### src/rtl/fm_tx_pkg.sv
// Shared constants and types for the FM transmitter audio path.
package fm_tx_pkg;

    // x^16 + x^14 + x^13 + x^11 + 1 as right-shifting Galois feedback taps
    localparam logic [15:0] LFSR_POLY = 16'hB400;
    localparam logic [15:0] LFSR_SEED = 16'hACE1;

    localparam int unsigned TIMEOUT_W_DEFAULT = 20;

    typedef logic [2:0] dith_fact_t;

endpackage

### src/rtl/audio_dither_lfsr16.sv
// 16-bit Galois LFSR, free-running from the shared seed; source of the dither noise.
module lfsr16
    import fm_tx_pkg::*;
(
    input  logic        clk,
    input  logic        rst_n,
    output logic [15:0] state
);

    always_ff @(posedge clk or negedge rst_n) begin
        if (!rst_n) begin
            state <= LFSR_SEED;
        end else begin
            state <= {1'b0, state[15:1]} ^ (state[0] ? LFSR_POLY : 16'h0000);
        end
    end

endmodule

### src/rtl/audio_dither.sv
// TPDF dither, round, saturate and truncate DW-bit audio to A bits (2-cycle latency).
// Optional silence-timeout mute is compiled in with `define AUDIO_DITHER_MUTE_EN.
module audio_dither
    import fm_tx_pkg::*;
#(
    parameter int unsigned DW        = 16,
    parameter int unsigned A         = 8,
    parameter int unsigned TIMEOUT_W = TIMEOUT_W_DEFAULT
) (
    input  logic          clk,
    input  logic          rst_n,
    input  logic [DW-1:0] din,
    input  logic          din_valid,
    input  logic [2:0]    dith_fact,
    output logic [A-1:0]  dout,
    output logic          dout_valid,
    output logic          muted
);

    localparam int unsigned D = DW - A;
    localparam logic [DW+1:0] ROUND = (DW + 2)'(1) << (D - 1);

    logic [15:0]       lfsr;
    dith_fact_t        fact;
    logic signed [D:0] noise_raw;
    logic signed [D:0] noise;
    logic [DW+1:0]     sum;
    logic [DW+1:0]     s1;
    logic              s1_valid;
    logic [A-1:0]      sat;
    logic              mute_hit;

    lfsr16 u_lfsr (
        .clk   (clk),
        .rst_n (rst_n),
        .state (lfsr)
    );

    // if/else keeps the shift arithmetic; a ternary with '0 would make it unsigned
    always_comb begin
        fact      = dith_fact;
        noise_raw = $signed({1'b0, lfsr[D-1:0]}) - $signed({1'b0, lfsr[2*D-1:D]});
        if (fact == 3'd0) begin
            noise = '0;
        end else begin
            noise = noise_raw >>> (~fact);
        end
        sum = {{2{din[DW-1]}}, din} + {{(DW + 1 - D){noise[D]}}, noise} + ROUND;
    end

    // in range exactly when the top three bits of s agree
    always_comb begin
        if (!s1[DW+1] && (s1[DW:DW-1] != 2'b00)) begin
            sat = {1'b0, {(A - 1){1'b1}}};
        end else if (s1[DW+1] && (s1[DW:DW-1] != 2'b11)) begin
            sat = {1'b1, {(A - 1){1'b0}}};
        end else begin
            sat = s1[DW-1:DW-A];
        end
    end

    always_ff @(posedge clk or negedge rst_n) begin
        if (!rst_n) begin
            s1         <= '0;
            s1_valid   <= 1'b0;
            dout       <= '0;
            dout_valid <= 1'b0;
        end else begin
            s1_valid   <= din_valid;
            dout_valid <= s1_valid;
            if (din_valid) begin
                s1 <= sum;
            end
            if (s1_valid) begin
                dout <= sat;
            end else if (mute_hit) begin
                dout <= '0;
            end
        end
    end

`ifdef AUDIO_DITHER_MUTE_EN
    localparam logic [TIMEOUT_W-1:0] TERM = '1;

    logic [TIMEOUT_W-1:0] idle_cnt;
    logic                 muted_q;

    assign mute_hit = !din_valid && (idle_cnt >= TERM - 1'b1);
    assign muted    = muted_q;

    always_ff @(posedge clk or negedge rst_n) begin
        if (!rst_n) begin
            idle_cnt <= '0;
            muted_q  <= 1'b1;
        end else begin
            if (din_valid) begin
                idle_cnt <= '0;
            end else if (idle_cnt != TERM) begin
                idle_cnt <= idle_cnt + 1'b1;
            end
            if (s1_valid) begin
                muted_q <= 1'b0;
            end else if (mute_hit) begin
                muted_q <= 1'b1;
            end
        end
    end
`else
    assign mute_hit = 1'b0;
    // constant 0: TIMEOUT_W is always at least 1
    assign muted    = (TIMEOUT_W == 0);
`endif

endmodule

### config.mk
export PLATFORM = sky130hd
export DESIGN_NAME = audio_dither
export DESIGN_NICKNAME = d
export VERILOG_FILES = /design/src/rtl/fm_tx_pkg.sv /design/src/rtl/audio_dither_lfsr16.sv /design/src/rtl/audio_dither.sv
export SDC_FILE = /design/constraint.sdc
export NUM_CORES = 1
export LEC_CHECK = 0
export CAP_MARGIN = 20
export CORE_ASPECT_RATIO = 0.6
export CORE_MARGIN = 2
export CORE_UTILIZATION = 47
export DETAILED_ROUTE_END_ITERATION = 10
export PLACE_DENSITY = 0.78
export SLEW_MARGIN = 15
export SYNTH_ARGS = -nofsm -noshare
export SYNTH_HDL_FRONTEND = slang
export SYNTH_SLANG_ARGS = --single-unit
### constraint.sdc
create_clock -name clk -period 13.1 [get_ports clk]
set_input_delay 1.31 -clock clk [delete_from_list [all_inputs] [get_ports clk]]
set_output_delay 1.31 -clock clk [all_outputs]
set_load 0.05 [all_outputs]
==> results of run 1 <==
## flip-flops by register name, summed over array words and instances, names as in the netlist
name	cells
dout	8
s1	10
s1_valid	1
dout_valid	1
u_lfsr.state	16
## Yosys cell counts (all sizes together), types with 8 or more instances
cell | count | area share
ha | 39 | 0.16
buf | 8 | 0.024
xor2 | 8 | 0.023
dfrtp | 28 | 0.23
o21ai | 22 | 0.035
nand2 | 36 | 0.043
clkbuf | 12 | 0.015
a21o | 10 | 0.024
dfstp | 8 | 0.068
nor2 | 32 | 0.039
a21oi | 25 | 0.043
o211ai | 13 | 0.031
inv | 24 | 0.029
## metrics by stage
stage / setup slack [ns] / util / total power (W)
global route: 7.62 / 0.559 / 0.000304
CTS: 7.92 / 0.559 / 0.000289
detailed placement: 7.64 / 0.544 / 0.000208
finish: 7.89 / 0.559 / 0.000286
floorplan: 8.66 / - / 0.000183
global placement: 7.85 / 0.544 / 0.000206
## layout make-up
cell class	count	area, sq um	area share
tap	84	105	0.0301
timing repair buffer	31	308	0.0881
inverter	25	93.8	0.0269
clock inverter	1	7.51	0.00215
multi-input combinational	271	1980	0.567
clock buffer	7	86.3	0.0247
sequential	36	911	0.261
## layout by cell type (no fill, tap or decap), types with 3 or more instances in the layout
cell	Yosys	layout
a21o_1	10	10
o21ai_0	19	19
a21oi_1	23	23
nand2_1	36	36
mux2_2	4	4
nor2b_1	6	6
clkbuf_8	0	6
nand2b_1	4	4
o211ai_1	13	13
ha_1	39	39
nand3_1	7	7
nand4_1	7	7
nor3_1	3	3
dfstp_2	8	8
mux2i_1	7	7
a211o_1	3	3
xor2_1	8	8
inv_1	24	24
clkdlybuf4s50_1	0	30
o21ai_1	3	3
dfrtp_1	28	28
nor2_1	32	32
## power groups by stage
stage,logic (W),clock network (W),registers [W]
after detailed placement,0.0000777,0,0.000131
final,0.0000781,0.0000794,0.000129
after global routing,0.0000858,0.0000880,0.000130
after CTS,0.0000782,0.0000823,0.000129
after floorplan,0.0000421,0,0.000141
after global placement,0.0000762,0,0.000130
## layer usage
metal | vias to the layer above | routed length [microns] | global-route usage
li1 | 1302 | - | -
met1 | 1181 | 3600 | 0.308
met2 | 60 | 2640 | 0.283
met3 | 6 | 267 | 0.0264
met4 | 0 | 38 | 0.0321
met5 | - | 0 | 0
## worst reg2reg max path, stage by stage (launching register included)
cell and delay (ns):
dfstp_2 0.60, inv_1 0.09, ha_1 0.21, fa_1 0.40, nand2b_1 0.19, a21o_1 0.19
a21oi_1 0.16, xor2_1 0.31, mux2_2 0.24, nor2_1 0.05, a311oi_1 0.29, ha_1 0.30
ha_1 0.30, o211ai_1 0.10, a21oi_1 0.29, nand3_1 0.17, nor2_1 0.29, o2bb2ai_1 0.18
a31oi_2 0.09, nor4b_4 0.17, o32a_1 0.34
## final timing paths
path / start / to / slack (ns) / depth (start not counted)
min in group asynchronous: rst_n / dout[5] / 1.45 / 2
worst min register to register: u_lfsr.state[7] / u_lfsr.state[6] / 0.37 / 0
worst max register to register: u_lfsr.state[0] / s1[16] / 8.00 / 20
max in group asynchronous: rst_n / u_lfsr.state[13] / 11.31 / 2
worst max-delay path: dith_fact[0] / s1[16] / 7.89 / 14
worst min-delay path: u_lfsr.state[7] / u_lfsr.state[6] / 0.37 / 0
## logic make-up (layout without fill, tap and decap cells)
logic type	Yosys count	in the layout	share of synthesized area
XOR/XNOR	12	12	0.0387
buffers and inverters	45	64	0.0693
multiplexers	12	12	0.0419
AO/OA/AOI/OAI	99	99	0.222
adder cells (fa/ha/maj)	40	40	0.164
AND/OR/NAND/NOR	107	107	0.170
flip-flops	36	36	0.293
other	1	1	0.00121
==> reports/qor.csv, run 1 <==
metric,value,unit
hold buffer count at CTS,0,
vias after detailed routing,2549,
GP Congestion,0.903,
total negative slack,0,ns
antenna diode instance count,0,
YS warnings,0,
RSZ-0062 raised after global routing,false,
Setup CP Type,input port to flip-flop,
post-route cell area,3490,sq um
post-route minimum period,5.21,ns
initial DRC count,202,
Mapped Area,3110,sq um
num rows,22,
post-cts sizing count,0,
syn_area_per_cell,8.83,sq um
register bit total from synthesis,36,
CP Cell Sequence,clkdlybuf4s50_1 > or2_1 > o21ai_0 > inv_1 > ha_1 > ha_1 > nand2_1 > a21oi_1 > nand3_1 > nor2_1 > o2bb2ai_1 > a31oi_2 > nor4b_4 > o32a_1,
run status,"complete, no violations",
placed cell count,447,
PwrDens,81.9,nW/um^2
Crit path largest cell delay,0.76,ns
port bufs,30,
CTS Buffer Depth,2,
Routed WL,6550,microns
die area,7300,sq um
Least-Margin Pin Slew,0.759,ns
final hold violation count,0,
layout cells sized above 1,0.0916,
Clock Skews,0.00579,ns
antenna violations before repair,0,
CP max FO,19,
first-pass GRT wire length,11300,microns
CTS Buf Count,5,
CP Data Required Time,13.26,ns
WHS,0.369,ns
synth unique cells,64,
Mapped Nets,414,
CP Launch Type,input port,
Post-synth ARST share,1.00,
final setup fails,0,
Psw,0.0000922,W
GR Overflow Total,0,
initial cell density of the core,0.497,
period utilization,0.398,
Max-Cap Viols,0,
"delay-heaviest family, CP",compound AO/OA/AOI/OAI gates,
internal power,0.000194,W
CTS root buf,clkbuf_8,
sequential share of the synthesized area,0.293,
vias in the first global route,2352,
clk_lat worst skew,0.28,ns
H-Tree Depth,2,
Detail Placement HPWL,5160,microns
Peak Freq,0.192,GHz
largest net degree at the start of global routing,37,
Die W,109,microns
vias per cell,5.60,
Layout area overhead,12.4,%
register share of total power,0.450,
DRC errors left,0,
Final nets,432,
non-filler cells in the finished layout,455,
CTS tree,built,
Die Span Y,67.0,microns
DR pass1 iterations,5,
"Buf+Inv Stages, Crit Path",2,
"CTS clk-pin slew, worst paths",0.07,ns
Clock Sink Count,36,
"Slew Viols, Final",0,
Worst setup EP type,flip-flop,
cell count after synthesis,352,
Sw Ratio,0.322,
Ports,32,
post-route ant nets,0,
slowest cell on the critical path,clkdlybuf4s50_1,
Leak,1.61,nW
number of synthesized flops with an enable pin,0,
Clock power frac,0.277,
crit-path most repeated cell,ha_1,
Global Route Usage Sum,0.195,
fillers,570,
share of total power in combinational logic,0.273,
DP Area,3400,sq um
maximum vdd drop,0.0511,mV
Slew HR,0.492,
Post-CTS Repair Setup Buffers,0,
"Top FF cell, synth",dfrtp_1,
Worst Path Arrival,5.37,ns
worst hold path class,flip-flop to flip-flop,
core area,6250,sq um
routed len/inst,14.4,microns
Note: power is estimated with default switching activity, not from simulation.
==> run 2: changes to the inputs <==
Settings changed: PLACE_DENSITY 0.78 to 0.81.
Clock period 13.1 ns to 4.6 ns, I/O delays scaled along.
==> reports/qor.csv, run 2 (synthesis results as in run 1) <==
metric,value,unit,change
non-filler cells in the finished layout,478,,+5.1%
antenna diode instance count,0,,unchanged
Final Core Density,0.613,,+0.0537
Clock Sink Count,36,,unchanged
Worst Path Arrival,4.62,ns,-0.75 ns
DP Worst Slack,-0.0436,ns,-7.69 ns
PwrDens,220,nW/um^2,+170%
CP Cell Sequence,inv_1 > ha_2 > fa_2 > nand2b_4 > a21o_1 > a21oi_2 > xor2_1 > mux2_4 > mux2i_1 > nand2_1 > o31a_1 > ha_4 > ha_4 > nand3_2 > nor3_4 > nand2_2 > a211oi_4 > buf_6 > buf_6 > a311oi_2 > xnor2_1 > mux2_2,,
antenna violations before repair,0,,unchanged
GR Overflow Total,0,,unchanged
GP Congestion,0.879,,-2.7%
layout cells sized above 1,0.198,,+0.106
post-route minimum period,4.45,ns,
total power,0.000842,W,+190%
Die Span Y,67.0,microns,unchanged
first-pass GRT wire length,11100,microns,-1.7%
core area,6250,sq um,unchanged
initial cell density of the core,0.497,,unchanged
initial DRC count,158,,-22%
final setup fails,0,,unchanged
final hold violation count,0,,unchanged
placed cell count,464,,+3.8%
Max-Cap Viols,0,,unchanged
Clock power frac,0.275,,-0.002
routed len/inst,14.4,microns,about the same
max FFs per register,16,,unchanged
met3 global-route usage,0.0440,,+0.0176
top flop regs,"u_lfsr.state (16), s1 (10), dout (8)",,
GRT met1 Usage,0.288,,-0.0193
run status,"complete, no violations",,
slowest cell on the critical path,dfstp_2,,
Clock Skews,0.00552,ns,-0.000272 ns
Psw,0.000279,W,+200%
DR pass1 iterations,4,,-1
CTS Buffer Depth,2,,unchanged
CP Launch Type,flip-flop,,
Detail Placement HPWL,5220,microns,+1.1%
slack of the critical path,0.150,ns,-7.74 ns
num rows,22,,unchanged
maximum vdd drop,0.147,mV,+190%
largest net degree at the start of global routing,37,,unchanged
Global Route Usage Sum,0.195,,about the same
Sw Ratio,0.331,,+0.00900
footprint of the multi-input gates,2140,sq um,+7.9%
CTS Buf Count,5,,unchanged
post-route ant nets,0,,unchanged
"CTS clk-pin slew, worst paths",0.07,ns,about the same
port bufs,30,,unchanged
gr busiest metal,met2,,
WHS,0.371,ns,+0.00177 ns
vias per cell,5.59,,-0.14%
register share of total power,0.433,,-0.017
register area,911,sq um,unchanged
CTS tree,built,,
Peak Freq,0.225,GHz,
Final nets,455,,+5.3%
Routed WL,6880,microns,+5.1%
vias in the first global route,2429,,+3.3%
Ports,32,,unchanged
Worst setup EP type,flip-flop,,
clk_lat worst skew,0.28,ns,about the same
Slew HR,0.454,,-0.0381
R2R Setup Slk,0.15,ns,-7.85 ns
internal power,0.000563,W,+190%
Largest Register,u_lfsr.state,,
"Buf+Inv Stages, Crit Path",3,,+1
Crit path largest cell delay,0.53,ns,-0.23 ns
worst hold path class,flip-flop to flip-flop,,
CP max FO,4,,-15
Least-Margin Pin Slew,0.816,ns,+0.0570 ns
DRC errors left,0,,unchanged
met2 Use GR,0.291,,+0.00854
CTS root buf,clkbuf_8,,
"Slew Viols, Final",0,,unchanged
period utilization,0.967,,
CP Data Required Time,4.77,ns,-8.49 ns
Layout area overhead,23.2,%,
vias after detailed routing,2674,,+4.9%
"commonest cells after routing, fill and taps aside","nand2_1 (34), ha_1 (34), nor2_1 (31)",,
H-Tree Depth,2,,unchanged
Die W,109,microns,unchanged
Leak,1.73,nW,+8.0%
Setup CP Type,flip-flop to flip-flop,,
share of total power in combinational logic,0.291,,+0.018
die area,7300,sq um,unchanged
fillers,548,,-3.9%
"delay-heaviest family, CP",adder cells,,
[run 2: final cells by class]
cell class	instances	share of cell area
well taps	84	0.0275
repair buffers	54	0.127
clock inverters	2	0.00262
clock buffers	6	0.0216
multi-input cells	271	0.558
flip-flops and latches	36	0.238
inverters	25	0.0245
[run 2: power by group through the flow]
stage	Combinational [W]	Sequential, W	Clock, W
global placement	0.000222	0.000370	0
detailed placement	0.000228	0.000371	0
CTS	0.000230	0.000365	0.000238
floorplan	0.000120	0.000401	0
finish	0.000245	0.000365	0.000232
global route	0.000269	0.000368	0.000256
[run 2: final timing paths]
kind                                    end  cells after the start       startpoint
setup reg to reg                     s1[11]                     22  u_lfsr.state[0]
min in group asynchronous            s1[15]                      2            rst_n
max in group asynchronous  u_lfsr.state[15]                      2            rst_n
setup / recovery                     s1[11]                     22  u_lfsr.state[0]
hold / removal              u_lfsr.state[5]                      0  u_lfsr.state[6]
hold reg to reg             u_lfsr.state[5]                      0  u_lfsr.state[6]
[run 2: routing by layer]
metal | routed length [microns] | share of wire
met1 | 3560 | 0.52
met2 | 2890 | 0.42
met3 | 397 | 0.058
met4 | 29 | 0.0042
met5 | 0 | 0
[run 2: metrics by stage]
step	instance area [sq um]	setup TNS, ns
3_3_place_gp	3530	0
3_5_place_dp	3530	-0.0571
6_report	3830	0
2_1_floorplan	3110	0
5_1_grt	3830	-0.156
4_1_cts	3630	0
[run 2: repair_timing]
action,4_1_cts,5_1_grt
hold buffers,0,0
endpoints found under the setup margin,2,10
pin swaps,0,21
endpoints found under the hold margin,0,0
buffers inserted,0,6
resized for setup,3,27
==> run 3: changes to the inputs <==
Settings changed: ABC_AREA set to 1.
==> reports/qor.csv, run 3 <==
metric,value,unit,change
run status,"complete, no violations",,
GP Congestion,0.980,,+12%
Die Span Y,65.2,microns,-2.6%
Leak,1.76,nW,+1.6%
Die W,106,microns,-2.7%
worst setup path startpoint,u_lfsr.state[0],,
Post-synth ARST share,1.00,,unchanged
non-filler cells in the finished layout,502,,+5.0%
port bufs,30,,unchanged
Final nets,479,,+5.3%
"CTS clk-pin slew, worst paths",0.07,ns,about the same
Max-Cap Viols,0,,unchanged
final hold violation count,0,,unchanged
initial cell density of the core,0.483,,-0.0147
core area,6080,sq um,-2.6%
cell count after synthesis,385,,+9.4%
R2R Setup Slk,0.39,ns,+0.24 ns
leading area contributor after synthesis,dfrtp_1,,
clk_lat worst skew,0.29,ns,about the same
CTS tree,built,,
largest net degree at the start of global routing,36,,-2.7%
CP Launch Type,flip-flop,,
top-count cell post-synth,nand2_1,,
"commonest non-fill, non-tap cell in the layout",nand2_1,,
Largest Register,u_lfsr.state,,
initial DRC count,145,,-8.2%
WHS,0.324,ns,-0.0465 ns
post-route minimum period,4.21,ns,-0.239 ns
Routed WL,6530,microns,-5.1%
GR Overflow Total,0,,unchanged
met3 global-route usage,0.0258,,-0.0182
vias after detailed routing,2611,,-2.4%
"commonest cells after routing, fill and taps aside","nand2_1 (101), inv_1 (50), ha_1 (39)",,
total negative slack,0,ns,unchanged
layout cells sized above 1,0.115,,-0.0831
antenna diode instance count,0,,unchanged
CTS root buf,clkbuf_8,,
Layout area overhead,15.9,%,
num rows,22,,unchanged
Mapped Nets,447,,+8.0%
period utilization,0.915,,-0.0520
die area,6910,sq um,-5.3%
vias per cell,5.20,,-7.0%
Ports,32,,unchanged
max FFs per register,16,,unchanged
register bit total from synthesis,36,,unchanged
Worst Path Arrival,4.38,ns,-0.24 ns
Clock Sink Count,36,,unchanged
Peak Freq,0.238,GHz,+5.7%
met2 Use GR,0.278,,-0.0129
Final Core Density,0.559,,-0.0533
R2R depth,24,,+9.1%
synth top area cells,"dfrtp_1 (24%), ha_1 (17%), nand2_1 (13%)",,
worst flop-to-flop path endpoint,s1[14],,
CP max FO,5,,+1
Yosys top cell area share,0.239,,+0.0132
total power,0.000822,W,-2.4%
CTS Buf Count,5,,unchanged
antenna violations before repair,0,,unchanged
FF-to-FF Start,u_lfsr.state[0],,
YS warnings,0,,unchanged
placed cell count,494,,+6.5%
Setup CP Type,flip-flop to flip-flop,,
routed len/inst,13.0,microns,-9.7%
H-Tree Depth,2,,unchanged
hold buffer count at CTS,0,,unchanged
top flop regs,"u_lfsr.state (16), s1 (10), dout (8)",,
Mapped Area,2940,sq um,-5.5%
worst hold path class,input port to async pin,,
Clock Skews,0.00316,ns,-0.00236 ns
Worst setup EP type,flip-flop,,
RSZ-0062 raised after global routing,false,,
maximum vdd drop,0.114,mV,-23%
syn_area_per_cell,7.62,sq um,-14%
synth unique cells,40,,-38%
"Slew Viols, Final",0,,unchanged
PwrDens,242,nW/um^2,+9.8%
Global Route Usage Sum,0.201,,+0.00575
Detail Placement HPWL,5270,microns,+0.93%
DRC errors left,0,,unchanged
gr busiest metal,met1,,
first-pass GRT wire length,11000,microns,-1.2%
post-route ant nets,0,,unchanged
GRT met1 Usage,0.314,,+0.0252
number of synthesized flops with an enable pin,0,,unchanged
final setup fails,0,,unchanged
vias in the first global route,2422,,-0.29%
CP Data Required Time,4.77,ns,about the same
Post-synth top cells,"nand2_1 (101), inv_1 (50), ha_1 (39)",,
CTS Buffer Depth,2,,unchanged
sequential share of the synthesized area,0.310,,+0.0171
DR pass1 iterations,5,,+1
"Top FF cell, synth",dfrtp_1,,
[run 3: changes by cell type in the layout (fill, tap and decap cells not counted), sizes merged, moves of 12 or more]
cell and change:
buf -23, inv +29, nand2 +78, nand3 +25, nor2 -14, o211ai -12
[run 3: routing by layer]
metal,vias up,wire (microns)
met2,95,2510
met4,0,82
met3,7,379
met1,1178,3560
li1,1331,-
met5,-,0
[run 3: per-stage QoR]
stage / cell area, sq um / worst slack, ns
after floorplan: 2940 / 0.943
after global placement: 3300 / 0.458
after detailed placement: 3300 / 0.257
after CTS: 3390 / 0.243
after global routing: 3400 / 0.0129
final: 3400 / 0.390
[run 3: where the power goes]
group | leakage [nW] | internal (W) | switching [W]
registers | 0.439 | 0.000340 | 0.0000144
logic | 1.27 | 0.0000860 | 0.000147
clock network | 0.0510 | 0.000119 | 0.000115
[run 3: cells by family (layout without fill, tap and decap cells)]
kind of cell / after synthesis / after routing / synth area share
adders and majority gates: 40 / 40 / 0.173
buffers and inverters: 60 / 93 / 0.0857
DFF: 36 / 36 / 0.310
muxes: 1 / 1 / 0.00341
AOI/OAI and AO/OA: 63 / 63 / 0.129
other: 1 / 1 / 0.00128
xor gates and xnor gates: 8 / 8 / 0.0239
and+or+nand+nor: 176 / 176 / 0.274
[run 3: how the worst max path moves through the flow]
stage,slack [ns],endpoint
global placement,0.46,s1[14]
finish,0.39,s1[14]
CTS,0.24,s1[14]
detailed placement,0.26,s1[14]
floorplan,0.94,s1[11]
global route,0.01,s1[14]
[run 3: worst max-delay path: stages (launching register included)]
cell	delay [ns]
dfstp_2	0.62
inv_1	0.09
ha_1	0.22
fa_1	0.40
inv_1	0.10
nand2_1	0.07
nand3_1	0.08
nand2_2	0.06
nand2_1	0.06
a21oi_1	0.09
nor2_1	0.10
a31oi_1	0.07
mux2i_1	0.22
nand2_1	0.08
nand2_1	0.07
inv_1	0.04
ha_1	0.27
ha_1	0.34
a21oi_1	0.24
o21ai_0	0.13
a21oi_1	0.14
o21ai_1	0.13
a21oi_1	0.18
xor2_1	0.20
o21ai_1	0.08
[run 3: area by class of cell]
class	instances	area [sq um]
timing repair buffer	31	308
multi-input combinational	289	1780
sequential	36	911
clock buffer	6	82.6
inverter	54	205
tap	84	105
fill	599	2680
clock inverter	2	10.0
[run 3: repair_timing]
action | CTS | global route
setup buffers | 0 | 0
gates resized for setup | 0 | 2
endpoints found under the setup margin | 0 | 6
